--- config.mk ---
export PLATFORM = sky130hd
export DESIGN_NAME = tone_gen
export DESIGN_NICKNAME = d
export VERILOG_FILES = /design/src/rtl/tone_gen.sv
export SDC_FILE = /design/constraint.sdc
export NUM_CORES = 1
export LEC_CHECK = 0
export CORE_MARGIN = 1
export CORE_UTILIZATION = 50
export DETAILED_ROUTE_END_ITERATION = 12
export GPL_TIMING_DRIVEN = 0
export HOLD_SLACK_MARGIN = 0.12
export PLACE_DENSITY = 0.75
export SETUP_SLACK_MARGIN = 0.4
export SLEW_MARGIN = 20
export SYNTH_ARGS = -nofsm -noshare
export SYNTH_HDL_FRONTEND = slang
export SYNTH_SLANG_ARGS = --single-unit
--- constraint.sdc ---
create_clock -name clk -period 7.5 [get_ports clk]
set_input_delay 1.5 -clock clk [delete_from_list [all_inputs] [get_ports clk]]
set_output_delay 1.5 -clock clk [all_outputs]
set_load 0.01 [all_outputs]
--- src/rtl/tone_gen.sv ---
// Square-wave tone generator: plays `note` as a half-period (clk cycles) on `speaker`, 0 = rest.
// Latency: speaker rises one edge after a sounding request; note changes take effect at period end.
// Backpressure: none; note/enable(/octave) are sampled only in IDLE or at a full-period boundary.
//
// Optional feature: define TONE_GEN_OCTAVE_EN to add the `octave` port (half = note >> octave).
module tone_gen #(
    parameter int NOTE_W   = 27,
    parameter int MIN_HALF = 2
) (
    input  logic              clk,
    input  logic              reset,
    input  logic [NOTE_W-1:0] note,
    input  logic              enable,
`ifdef TONE_GEN_OCTAVE_EN
    input  logic [1:0]        octave,
`endif
    output logic              speaker,
    output logic              active,
    output logic              period_done,
    output logic [NOTE_W-1:0] cur_note
);

    typedef enum logic {
        IDLE = 1'b0,
        PLAY = 1'b1
    } state_t;

    localparam logic [NOTE_W-1:0] ONE      = NOTE_W'(1);
    localparam logic [NOTE_W-1:0] MIN_HALF_W = NOTE_W'(MIN_HALF);

    state_t            state;
    state_t            state_nxt;
    logic [NOTE_W-1:0] cnt;
    logic [NOTE_W-1:0] cnt_nxt;
    logic [NOTE_W-1:0] cur_note_nxt;
    logic              speaker_nxt;
    logic              period_done_nxt;

    logic [NOTE_W-1:0] half;
    logic              sounding;
    logic              half_last;

    // Effective half-period of the current request and whether it should sound.
`ifdef TONE_GEN_OCTAVE_EN
    assign half = note >> octave;
`else
    assign half = note;
`endif
    assign sounding  = enable && (half >= MIN_HALF_W);

    // Last cycle of a half-period; cur_note >= MIN_HALF >= 2 in PLAY so the subtract cannot wrap.
    assign half_last = (cnt == (cur_note - ONE));

    assign active = (state == PLAY);

    // Next-state and datapath decisions; every target gets its hold/default value first.
    always_comb begin
        state_nxt       = state;
        cnt_nxt         = cnt;
        cur_note_nxt    = cur_note;
        speaker_nxt     = speaker;
        period_done_nxt = 1'b0;

        case (state)
            IDLE: begin
                cnt_nxt      = '0;
                cur_note_nxt = '0;
                speaker_nxt  = 1'b0;
                if (sounding) begin
                    cur_note_nxt = half;
                    speaker_nxt  = 1'b1;
                    state_nxt    = PLAY;
                end
            end

            PLAY: begin
                if (!half_last) begin
                    cnt_nxt = cnt + ONE;
                end else begin
                    cnt_nxt = '0;
                    if (speaker) begin
                        // End of the high phase: drop into the low phase.
                        speaker_nxt = 1'b0;
                    end else begin
                        // End of a full period: the only point a new request is adopted.
                        period_done_nxt = 1'b1;
                        if (!sounding) begin
                            state_nxt    = IDLE;
                            speaker_nxt  = 1'b0;
                            cur_note_nxt = '0;
                        end else begin
                            cur_note_nxt = half;
                            speaker_nxt  = 1'b1;
                        end
                    end
                end
            end

            default: begin
                state_nxt    = IDLE;
                cnt_nxt      = '0;
                cur_note_nxt = '0;
                speaker_nxt  = 1'b0;
            end
        endcase
    end

    // State register; reset returns to IDLE immediately.
    always_ff @(posedge clk or posedge reset) begin
        if (reset) begin
            state <= IDLE;
        end else begin
            state <= state_nxt;
        end
    end

    // Counter, latched note and registered outputs.
    always_ff @(posedge clk or posedge reset) begin
        if (reset) begin
            cnt         <= '0;
            cur_note    <= '0;
            speaker     <= 1'b0;
            period_done <= 1'b0;
        end else begin
            cnt         <= cnt_nxt;
            cur_note    <= cur_note_nxt;
            speaker     <= speaker_nxt;
            period_done <= period_done_nxt;
        end
    end

endmodule

# Word level (Yosys, flattened, before mapping)
# Index checks and enable logic that the tools add are counted.
dict set report classes {
  eq_ne 3
  n_div 0
  n_reduce_logical 2
  order_cmp 1
  multipliers 0
  n_shift 0
  n_mux 16
  n_addsub 2
  n_bitwise 1
}
# op n
set op_table {}
lappend op_table {{$mux W27} 4}
lappend op_table {{$pmux W27 S2} 2}
lappend op_table {{$add A27 B1 Y27 const B} 1}
lappend op_table {{$eq A27 B27 Y1} 1}
lappend op_table {{$ge A27 B2 Y1 const B} 1}
lappend op_table {{$sub A27 B1 Y27 const B} 1}
lappend op_table {{$mux W1} 8}
lappend op_table {{$pmux W1 S2} 2}
lappend op_table {{$ne A2 B1 Y1 const B} 1}
lappend op_table {{$ne A2 B2 Y1 const B} 1}
lappend op_table {{$reduce_and A2 Y1} 1}
lappend op_table {{$logic_and A1 B1 Y1} 1}
lappend op_table {{$not A1 Y1} 1}
dict set report totals {
  latchBits 0
  out_inout_bits 30
  mem_count 0
  inputBits 30
  mem_bits_rw 0
  romBits 0
  wordCells 30
  ff_bits 57
}

# Logic depth before layout (Yosys ltp)
# Gate-level depths: netlist (run 1).
dict set report logic_depth {
  word_depth 6
  ltp_mapped 13
  mapped_depth_nobuf 10
}

# Least setup slack after synthesis (run 1)
# Ideal clock, no wire load.
dict set report synth_path {
  path_type {register -> register}
  start {register cur_note[0]}
  end {register cur_note[15]}
  required_time_ns 7.370
  n_path_buf 2
  path_stages_with_launch 13
  t_arrival_ns 2.947
  period_less_slack_ns 3.077
  path_slack_ns 4.423
  setup_ns 0.130
  path_cell_list {dfrtp_1 > inv_1 > ha_1 > buf_2 > nor4b_1 > nand4_1 > or3_1 > o21ai_2 > o311a_2 > nand4b_4 > nor3_4 > buf_4 > o221ai_2}
}
dict set report synth_between {
  elab_chain_len 4
}
# item line_no
set synth_rtl {}
lappend synth_rtl {{from (decl)} 20} ;# output logic [NOTE_W-1:0] cur_note
lappend synth_rtl {{from (signal assigned)} 126} ;# cur_note <= cur_note_nxt;
lappend synth_rtl {{$sub A27 B1 Y27} 52} ;# assign half_last = (cnt == (cur_note - ONE));
lappend synth_rtl {{$eq A27 B27 Y1} 52}
lappend synth_rtl {{$ne A2 B1 Y1 (no line)} --}
lappend synth_rtl {{$reduce_and A2 Y1 (no line)} --}
# No other way between the ends.
# A chain may end at the register's enable or synchronous reset.

# Worst setup path in the final report (run 1)
dict set report layout_path {
  start {register cur_note[0]}
  end {register cur_note[17]}
}
# The elaborated chain is that of the path after synthesis.

==> reports/metrics.yaml, run 1 <==
crit_path_start_kind: "flop"
first_pass_iters: 5
die_area_mm2: 0.00879
portBuffers: 59
synth_cell_types: 64
first_iter_violations: 257
ys_seq_elements: 57
start_util_pct: 51.5
syn-cell-area_mm2: 0.00421
combPwrFrac_pct: 5.2
yosysWarnings: 0
ios: 60
nNetsFinal: 580
synth.most_common_cell: "nand2_1"
worst_path_max_delay_cell: "nor4b_1"
p_int_mw: 0.459
finalWirelength_um: 11800
synthTopCellsByArea: "dfrtp_1 (34%), o221ai_2 (6.8%), nand2_1 (6.3%)"
switching_share_pct: 22.8
p_seq_share_pct: 51.8
fill_cells: 694
htreeDepth: 3
ys_seq_area_share_pct: 33.9
via_per_inst: 6.11
rsz0062_at_grt: "false"
place.gp.congestion: 0.948
worst_slew_pin_slew_ns: 0.718
wl_per_cell_um: 17.9
grt_max_degree: 58
fin_skew_ns: 0.0112
setup_tns_ns: 0
critical_path_class: "reg -> reg"
antennaDiodeCount: 0
pwr-share-clk_pct: 43.1
outcome: "complete, no violations"
die_w_um: 93.8
grt_overflow: 0
track_usage_pct: 29.1
syn_inst: 478
drv_cap: 0
hold_violations: 0
core-area_mm2: 0.00818
yosysTopAreaCellShare_pct: 33.9
drive_above_1_share_pct: 10.8
p_per_area_mw_per_mm2: 116
drv_slew: 0
max_freq_ghz: 0.264
slowest_delay_ns: 0.55
crit_chain: "inv_1 -> ha_1 -> buf_2 -> nor4b_1 -> nand4_1 -> or3_1 -> o21ai_2 -> o311a_2 -> nand4b_4 -> nor3_4 -> buf_4 -> o221ai_2"
grt_pass1_vias: 3958
async_flop_share_pct: 100
ctsHoldBuffers: 0
clk_pin_slew_ns: 0.07
drc: 0
cts_tree: "done"
root_buffer: "clkbuf_8"
syn_to_final_growth_pct: 21.3
ant_nets: 0
dp_hpwl_um: 8880
clock_latency_ns: 0.34
fin_crit_sh_pct: 50.5
vdd_drop_max_mv: 0.0790
design_power_total_mw: 0.594
antenna_found_initial: 0
critPathCaptureType: "flop"
die_y_um: 93.8
cts_buffer_depth: 2
relSlewSlack_pct: 52.2
cts_buffers: 9
cts_sinks: 57
syn_avg_cell_area_um2: 8.81
synthTopCellsByCount: "nand2_1 (71), dfrtp_1 (57), nand3_1 (43), nor3_1 (33), xor2_1 (29)"
synth_edf_count: 0
grt_pass1_wl_um: 19500
critical_path_arrival_ns: 4.01
cts.repair.resized: 0
synthesis.nets: 510
worstPathRequired_ns: 7.72
setup-violations-final: 0
ys.flop_type: "dfrtp_1"
hold_path.class: "reg -> reg"
vias: 4020
leakage_nw: 1.89
critPathMaxFanout: 10
post-route-min-period_ns: 3.79
core.rowCount: 33
cts_setup_buffers: 0
synth_area_leader_cell: "dfrtp_1"
power.switching_mw: 0.135
## worst max-delay path: cells and delay by family, from the launching register on
family,cells,cell delay [ns]
simple gates,5,1.89
buf+inv,3,0.63
compound gates,3,0.57
flops,1,0.45
fa+ha+maj,1,0.14
## through the flow
| step | cell area (µm²) | std cells | util [%] | worst slack [ns] | hold slack, ns |
|---|---|---|---|---|---|
| detailed placement | 4940 | 642 | 60.4 | 3.60 | 0.520 |
| CTS | 5110 | 658 | 62.5 | 3.73 | 0.528 |
| floorplan | 4210 | 478 | - | 4.42 | 0.472 |
| global route | 5110 | 658 | 62.5 | 3.49 | 0.548 |
| finish | 5110 | 658 | 62.5 | 3.71 | 0.531 |
| global placement | 4930 | 642 | 60.3 | 3.58 | 0.505 |
## layout make-up
| type | count | area [µm²] | area share, % |
|---|---|---|---|
| tap | 105 | 131 | 2.57 |
| sequential | 57 | 1430 | 27.9 |
| clock inverter | 3 | 15.0 | 0.294 |
| buffer | 33 | 161 | 3.16 |
| multi-input combinational | 382 | 2600 | 50.9 |
| timing repair buffer | 59 | 591 | 11.6 |
| inverter | 6 | 25.0 | 0.490 |
| clock buffer | 13 | 159 | 3.11 |
## final timing paths
kind                            cells past startpoint  slack [ns]      endpoint         from
worst min-delay path                                1        0.53        cnt[0]       cnt[0]
worst max register to register                     12        3.71  cur_note[17]  cur_note[0]
worst min register to register                      1        0.53        cnt[0]       cnt[0]
min in group asynchronous                           2        1.63       cnt[22]        reset
max in group asynchronous                           2        5.39   cur_note[4]        reset
worst max-delay path                               12        3.71  cur_note[17]  cur_note[0]
## layout by cell type (no fill, tap or decap), drive strengths merged, types with 4 or more instances in the layout
| master | n |
|---|---|
| inv | 6 |
| o21ai | 7 |
| dfrtp | 57 |
| buf | 8 |
| o221ai | 26 |
| nor4 | 12 |
| nand2 | 71 |
| and3 | 11 |
| clkdlybuf4s50 | 59 |
| xor2 | 29 |
| a21oi | 6 |
| nor3b | 6 |
| nor2b | 6 |
| or3 | 4 |
| clkbuf | 38 |
| nand3 | 43 |
| or2 | 5 |
| mux2i | 6 |
| nand4 | 11 |
| o211ai | 5 |
| nor2 | 24 |
| xnor2 | 28 |
| nor3 | 35 |
| nand2b | 4 |
## routing by layer
metal,global-route usage (%),vias up,routed length (µm),part of all wire (%)
met5,0,-,0,0
met4,14.9,0,414,3.5
met3,3.48,38,542,4.6
met2,47.8,154,5600,48
met1,37.7,1937,5200,44
li1,-,1891,-,-
## cells by family after synthesis
kind of cell | after synthesis | share of synthesized area, %
AND/OR/NAND/NOR | 252 | 32.4
buffers and inverters | 39 | 4.37
adder cells (fa/ha/maj) | 2 | 0.594
flip-flops | 57 | 33.9
multiplexers | 6 | 1.43
AO/OA/AOI/OAI | 64 | 15.0
XOR/XNOR | 58 | 12.4
## power groups by stage
stage	clock network [mW]	registers [mW]	logic [mW]
after global routing	0.274	0.307	0.0334
final	0.256	0.308	0.0306
after CTS	0.259	0.307	0.0309
after floorplan	0	0.313	0.00743
after detailed placement	0	0.313	0.0308
after global placement	0	0.313	0.0302
## sequential cells by signal, indices dropped and copies added, names as in the netlist
| register | cells |
|---|---|
| active | 1 |
| cnt | 27 |
| cur_note | 27 |
| period_done | 1 |
| speaker | 1 |
Power figures use the tool's default switching activity.
==> inputs of run 2 (changes only) <==
PLACE_DENSITY = 0.78   (was 0.75)
clock period = 3.3 ns   (was 7.5 ns; I/O delays follow)
==> run 2 against run 1 <==
Sequential power is 130% higher; non-clock buffer count up 40; flip-flop and latch count unchanged; largest cell class unchanged; combinational power up 130%; worst setup slack got worse by 3.6 ns; cell count is 6.1% higher; register-to-register slack worse by 3.6 ns; first-iteration DRC count is 110% higher.
==> reports/metrics.yaml, run 2 (same netlist as run 1, synthesis figures left out) <==
setup-violations-final: 0
drv_slew: 0
pre_cts_slack_ns: -0.134
crit_path_start: "cur_note[16]"
ios: 60
place.gp.congestion: 0.943
hold_path.class: "reg -> reg"
root_buffer: "clkbuf_8"
dp_hpwl_um: 8960
critical_path.endpoint: "cnt[0]"
biggestRegsByFlops: "cnt x27, cur_note x27"
htreeDepth: 3
cts_tree: "done"
top_usage_layer: "met2"
die_area_mm2: 0.00879
core.rowCount: 33
final_util_pct: 70.5
vias: 4451
start_util_pct: 51.5
leakage_nw: 2.26
drv_cap: 0
antennaDiodeCount: 0
outcome: "complete, no violations"
fin_skew_ns: 0.0145
wl_per_cell_um: 19.4
vdd_drop_max_mv: 0.170
core-area_mm2: 0.00818
grt_max_degree: 58
clock_latency_ns: 0.35
cts_buffer_depth: 2
met2_usage_pct: 49.3
setup_ws_ns: 0.0665
reg2reg_to: "cnt[0]"
portBuffers: 59
drive_above_1_share_pct: 23.1
use_met1_pct: 38.2
design_power_total_mw: 1.40
hold-worst-slack_ns: 0.558
cts_buffers: 9
post-route-min-period_ns: 3.23
grt_pass1_vias: 4104
hold_violations: 0
rr_worst_depth: 11
ant_nets: 0
antenna_found_initial: 0
r2r_setup_slack_ns: 0.07
grt_pass1_wl_um: 20400
grt_overflow: 0
first_iter_violations: 537
use_met3_pct: 4.94
setup_tns_ns: 0
worstHoldStart: "cnt[0]"
syn_to_final_growth_pct: 36.8
first_pass_iters: 6
finalWirelength_um: 13600
via_per_inst: 6.38
nNetsFinal: 620
clk_pin_slew_ns: 0.07
drc: 0
r2r_start: "cur_note[16]"
relSlewSlack_pct: 41.6
worst_slew_pin_slew_ns: 0.853
cts_sinks: 57
p_per_area_mw_per_mm2: 244
critPathCaptureType: "flop"
critPathMaxFanout: 5
critical_path_class: "reg -> reg"
worstPathRequired_ns: 3.50
crit_path_start_kind: "flop"
final_common_cell: "nand2_1"
max_freq_ghz: 0.309
track_usage_pct: 30.3
die_w_um: 93.8
die_y_um: 93.8
final_cell_mix: "nand2_1 (71), clkdlybuf4s50_1 (59), dfrtp_1 (52)"
fin_crit_sh_pct: 98.0
rsz0062_at_grt: "true"
critical_path_arrival_ns: 3.43
[run 2: cell types whose count changed in the layout (fill, tap and decap cells not counted), sizes merged]
cell,delta
buf,+38
clkbuf,+3
clkinv,-1
[run 2: area by class of cell]
cell class,instances,area [µm²]
Fill cell,599,2410
Tap cell,105,131
Clock inverter,2,10.0
Inverter,6,25.0
Multi-Input combinational cell,382,2820
Clock buffer,14,183
Buffer,33,224
Sequential cell,57,1430
Timing Repair Buffer,99,938
[run 2: per-stage QoR]
stage	std cells	instance area [µm²]
after CTS	678	5430
after detailed placement	642	4970
final	698	5760
after global routing	698	5760
after floorplan	478	4250
after global placement	642	4970
[run 2: how the worst min path moves through the flow]
| stage | slack, ns | to | cells after the start |
|---|---|---|---|
| after floorplan | 0.47 | cnt[0] | 1 |
| after global placement | 0.54 | cnt[0] | 1 |
| after detailed placement | 0.55 | cnt[0] | 1 |
| after CTS | 0.56 | cnt[0] | 1 |
| after global routing | 0.58 | cnt[0] | 1 |
| final | 0.56 | cnt[0] | 1 |
[run 2: routing by layer]
layer	part of all wire (%)	vias up
met1	39	2135
met2	49	266
met3	7.8	68
li1	-	1982
met4	4.8	0
met5	0	-
[run 2: critical path, stage by stage (launching register included)]
cell and delay, ns:
dfrtp_2 0.41, or4_4 0.56, or3_4 0.36, o41a_1 0.38
buf_4 0.17, a311oi_2 0.26, nand4_1 0.19, nor3_2 0.17
and3b_2 0.31, buf_6 0.13, buf_6 0.11, nor3_1 0.04
[run 2: repair_timing]
action / CTS / global route
resized for setup: 25 / 42
cloned: 1 / 5
pin swaps: 10 / 10
setup endpoints to repair: 57 / 57
hold buffers: 0 / 0
buffers inserted: 19 / 15
hold endpoints to repair: 0 / 0
[run 2: report_power, final]
part           leakage, nW  switching, mW  internal (mW)
sequential           0.634              0          0.699
clock                0.102          0.281          0.352
combinational         1.53         0.0373         0.0339
total                 2.26          0.319           1.08
==> inputs of run 3 (changes only) <==
SKIP_CTS_REPAIR_TIMING = 1   (was unset)
==> run 3 against run 2 <==
Critical path depth is 2 higher; power hardly changed; final area is 4.0% lower; largest power group unchanged; largest cell class unchanged; critical path type unchanged.
==> reports/metrics.yaml, run 3 (same netlist as run 1, synthesis figures left out) <==
critPathMaxFanout: 6
drv_cap: 0
syn_to_final_growth_pct: 31.4
setup-violations-final: 0
p_per_area_mw_per_mm2: 254
grt_pass1_vias: 3808
nNetsFinal: 603
crit_chain: "inv_2 -> ha_4 -> buf_6 -> or4b_4 -> nor3b_4 -> and3_4 -> a21oi_2 -> a211o_1 -> nand4b_4 -> nor3_4 -> buf_6 -> buf_8 -> o221ai_2"
cts_buffers: 9
fin_skew_ns: 0.0131
critPathCaptureType: "flop"
first_pass_iters: 6
dp_hpwl_um: 8960
place.gp.congestion: 0.943
clk_pin_slew_ns: 0.06
portBuffers: 59
finalWirelength_um: 13000
r2r_setup_slack_ns: 0.005
drc: 0
die_y_um: 93.8
grt_overflow: 0
slowest_delay_ns: 0.50
final_cell_mix: "nand2_1 (71), clkdlybuf4s50_1 (59), dfrtp_1 (53)"
final_common_cell: "nand2_1"
worst_path_max_delay_cell: "or4b_4"
start_util_pct: 51.5
pre_cts_slack_ns: -0.134
clock_latency_ns: 0.35
grt_pass1_wl_um: 19300
relSlewSlack_pct: 51.4
cts_sinks: 57
via_per_inst: 6.34
ant_nets: 0
core-area_mm2: 0.00818
grt_max_degree: 58
root_buffer: "clkbuf_8"
die_w_um: 93.8
cts_tree: "done"
hold_path.class: "reg -> reg"
wl_per_cell_um: 19.0
track_usage_pct: 28.8
post-route-min-period_ns: 3.29
drv_slew: 0
hold_violations: 0
crit_path_start_kind: "flop"
antennaDiodeCount: 0
max_freq_ghz: 0.304
fin_crit_sh_pct: 99.8
setup_ws_ns: 0.00533
htreeDepth: 3
outcome: "complete, no violations"
ios: 60
vias: 4319
core.rowCount: 33
critical_path_class: "reg -> reg"
antenna_found_initial: 0
fill_cells: 632
critical_path_arrival_ns: 3.52
leakage_nw: 2.11
biggestRegsByFlops: "cnt x27, cur_note x27"
worst_slew_pin_slew_ns: 0.710
drive_above_1_share_pct: 20.0
worstPathRequired_ns: 3.52
cts_buffer_depth: 2
die_area_mm2: 0.00879
vdd_drop_max_mv: 0.146
rsz0062_at_grt: "true"
post_dp_cell_area_mm2: 0.00497
crit_path_frequent_cell: "buf_6"
first_iter_violations: 515
final_cell_area_mm2: 0.00553
-- run 3: changes by cell type in the layout (fill, tap and decap cells not counted), moves of 2 or more --
cell,previous run,this run
and3_1,10,6
and3_4,1,5
buf_12,3,0
buf_4,33,13
buf_6,8,16
clkbuf_1,18,22
clkbuf_16,2,0
clkbuf_2,8,4
o221ai_2,18,21
o221ai_4,3,0
or2_4,2,0
-- run 3: path summary, 6_finish.rpt --
kind	start	end	cells past startpoint
worst min-delay path	cnt[0]	cnt[0]	1
worst max-delay path	cur_note[1]	cur_note[1]	13
worst max register to register	cur_note[1]	cur_note[1]	13
worst min register to register	cnt[0]	cnt[0]	1
min in group asynchronous	reset	cnt[22]	2
max in group asynchronous	reset	cur_note[0]	2
-- run 3: area by class of cell --
class | instances | area [µm²] | share of cell area [%]
buffer | 33 | 193 | 3.48
clock buffer | 14 | 183 | 3.30
clock inverter | 2 | 10.0 | 0.181
inverter | 6 | 25.0 | 0.452
multi-input combinational | 382 | 2770 | 50.0
sequential | 57 | 1430 | 25.9
tap | 105 | 131 | 2.37
timing repair buffer | 82 | 795 | 14.4
-- run 3: where the power goes --
part | switching, mW | internal [mW] | total [mW]
clock network | 0.283 | 0.352 | 0.635
logic | 0.0371 | 0.0339 | 0.0709
registers | 0 | 0.699 | 0.699
-- run 3: metrics by stage --
stage,cells,hold slack [ns],total power [mW],TNS (ns),util [%]
after floorplan,478,0.472,0.729,0,-
after global placement,642,0.539,0.781,-1.87,60.8
after detailed placement,642,0.553,0.783,-2.14,60.9
after CTS,658,0.563,1.40,-2.45,63.2
after global routing,681,0.577,1.44,-1.33,67.7
final,681,0.558,1.40,0,67.7
-- run 3: worst max-delay path: cells and delay by family, from the launching register on --
family,cells,cell delay [ns]
AOI/OAI and AO/OA,3,0.45
adders and majority gates,1,0.13
buffers and inverters,4,0.49
DFF,1,0.45
and+or+nand+nor,5,1.64
-- run 3: metal layers --
layer / part of all wire (%) / vias up / GRT usage [%]
li1: - / 1938 / -
met1: 41 / 2095 / 37.8
met2: 49 / 234 / 48.0
met3: 6.7 / 52 / 4.21
met4: 3.4 / 0 / 10.6
met5: 0 / - / 0
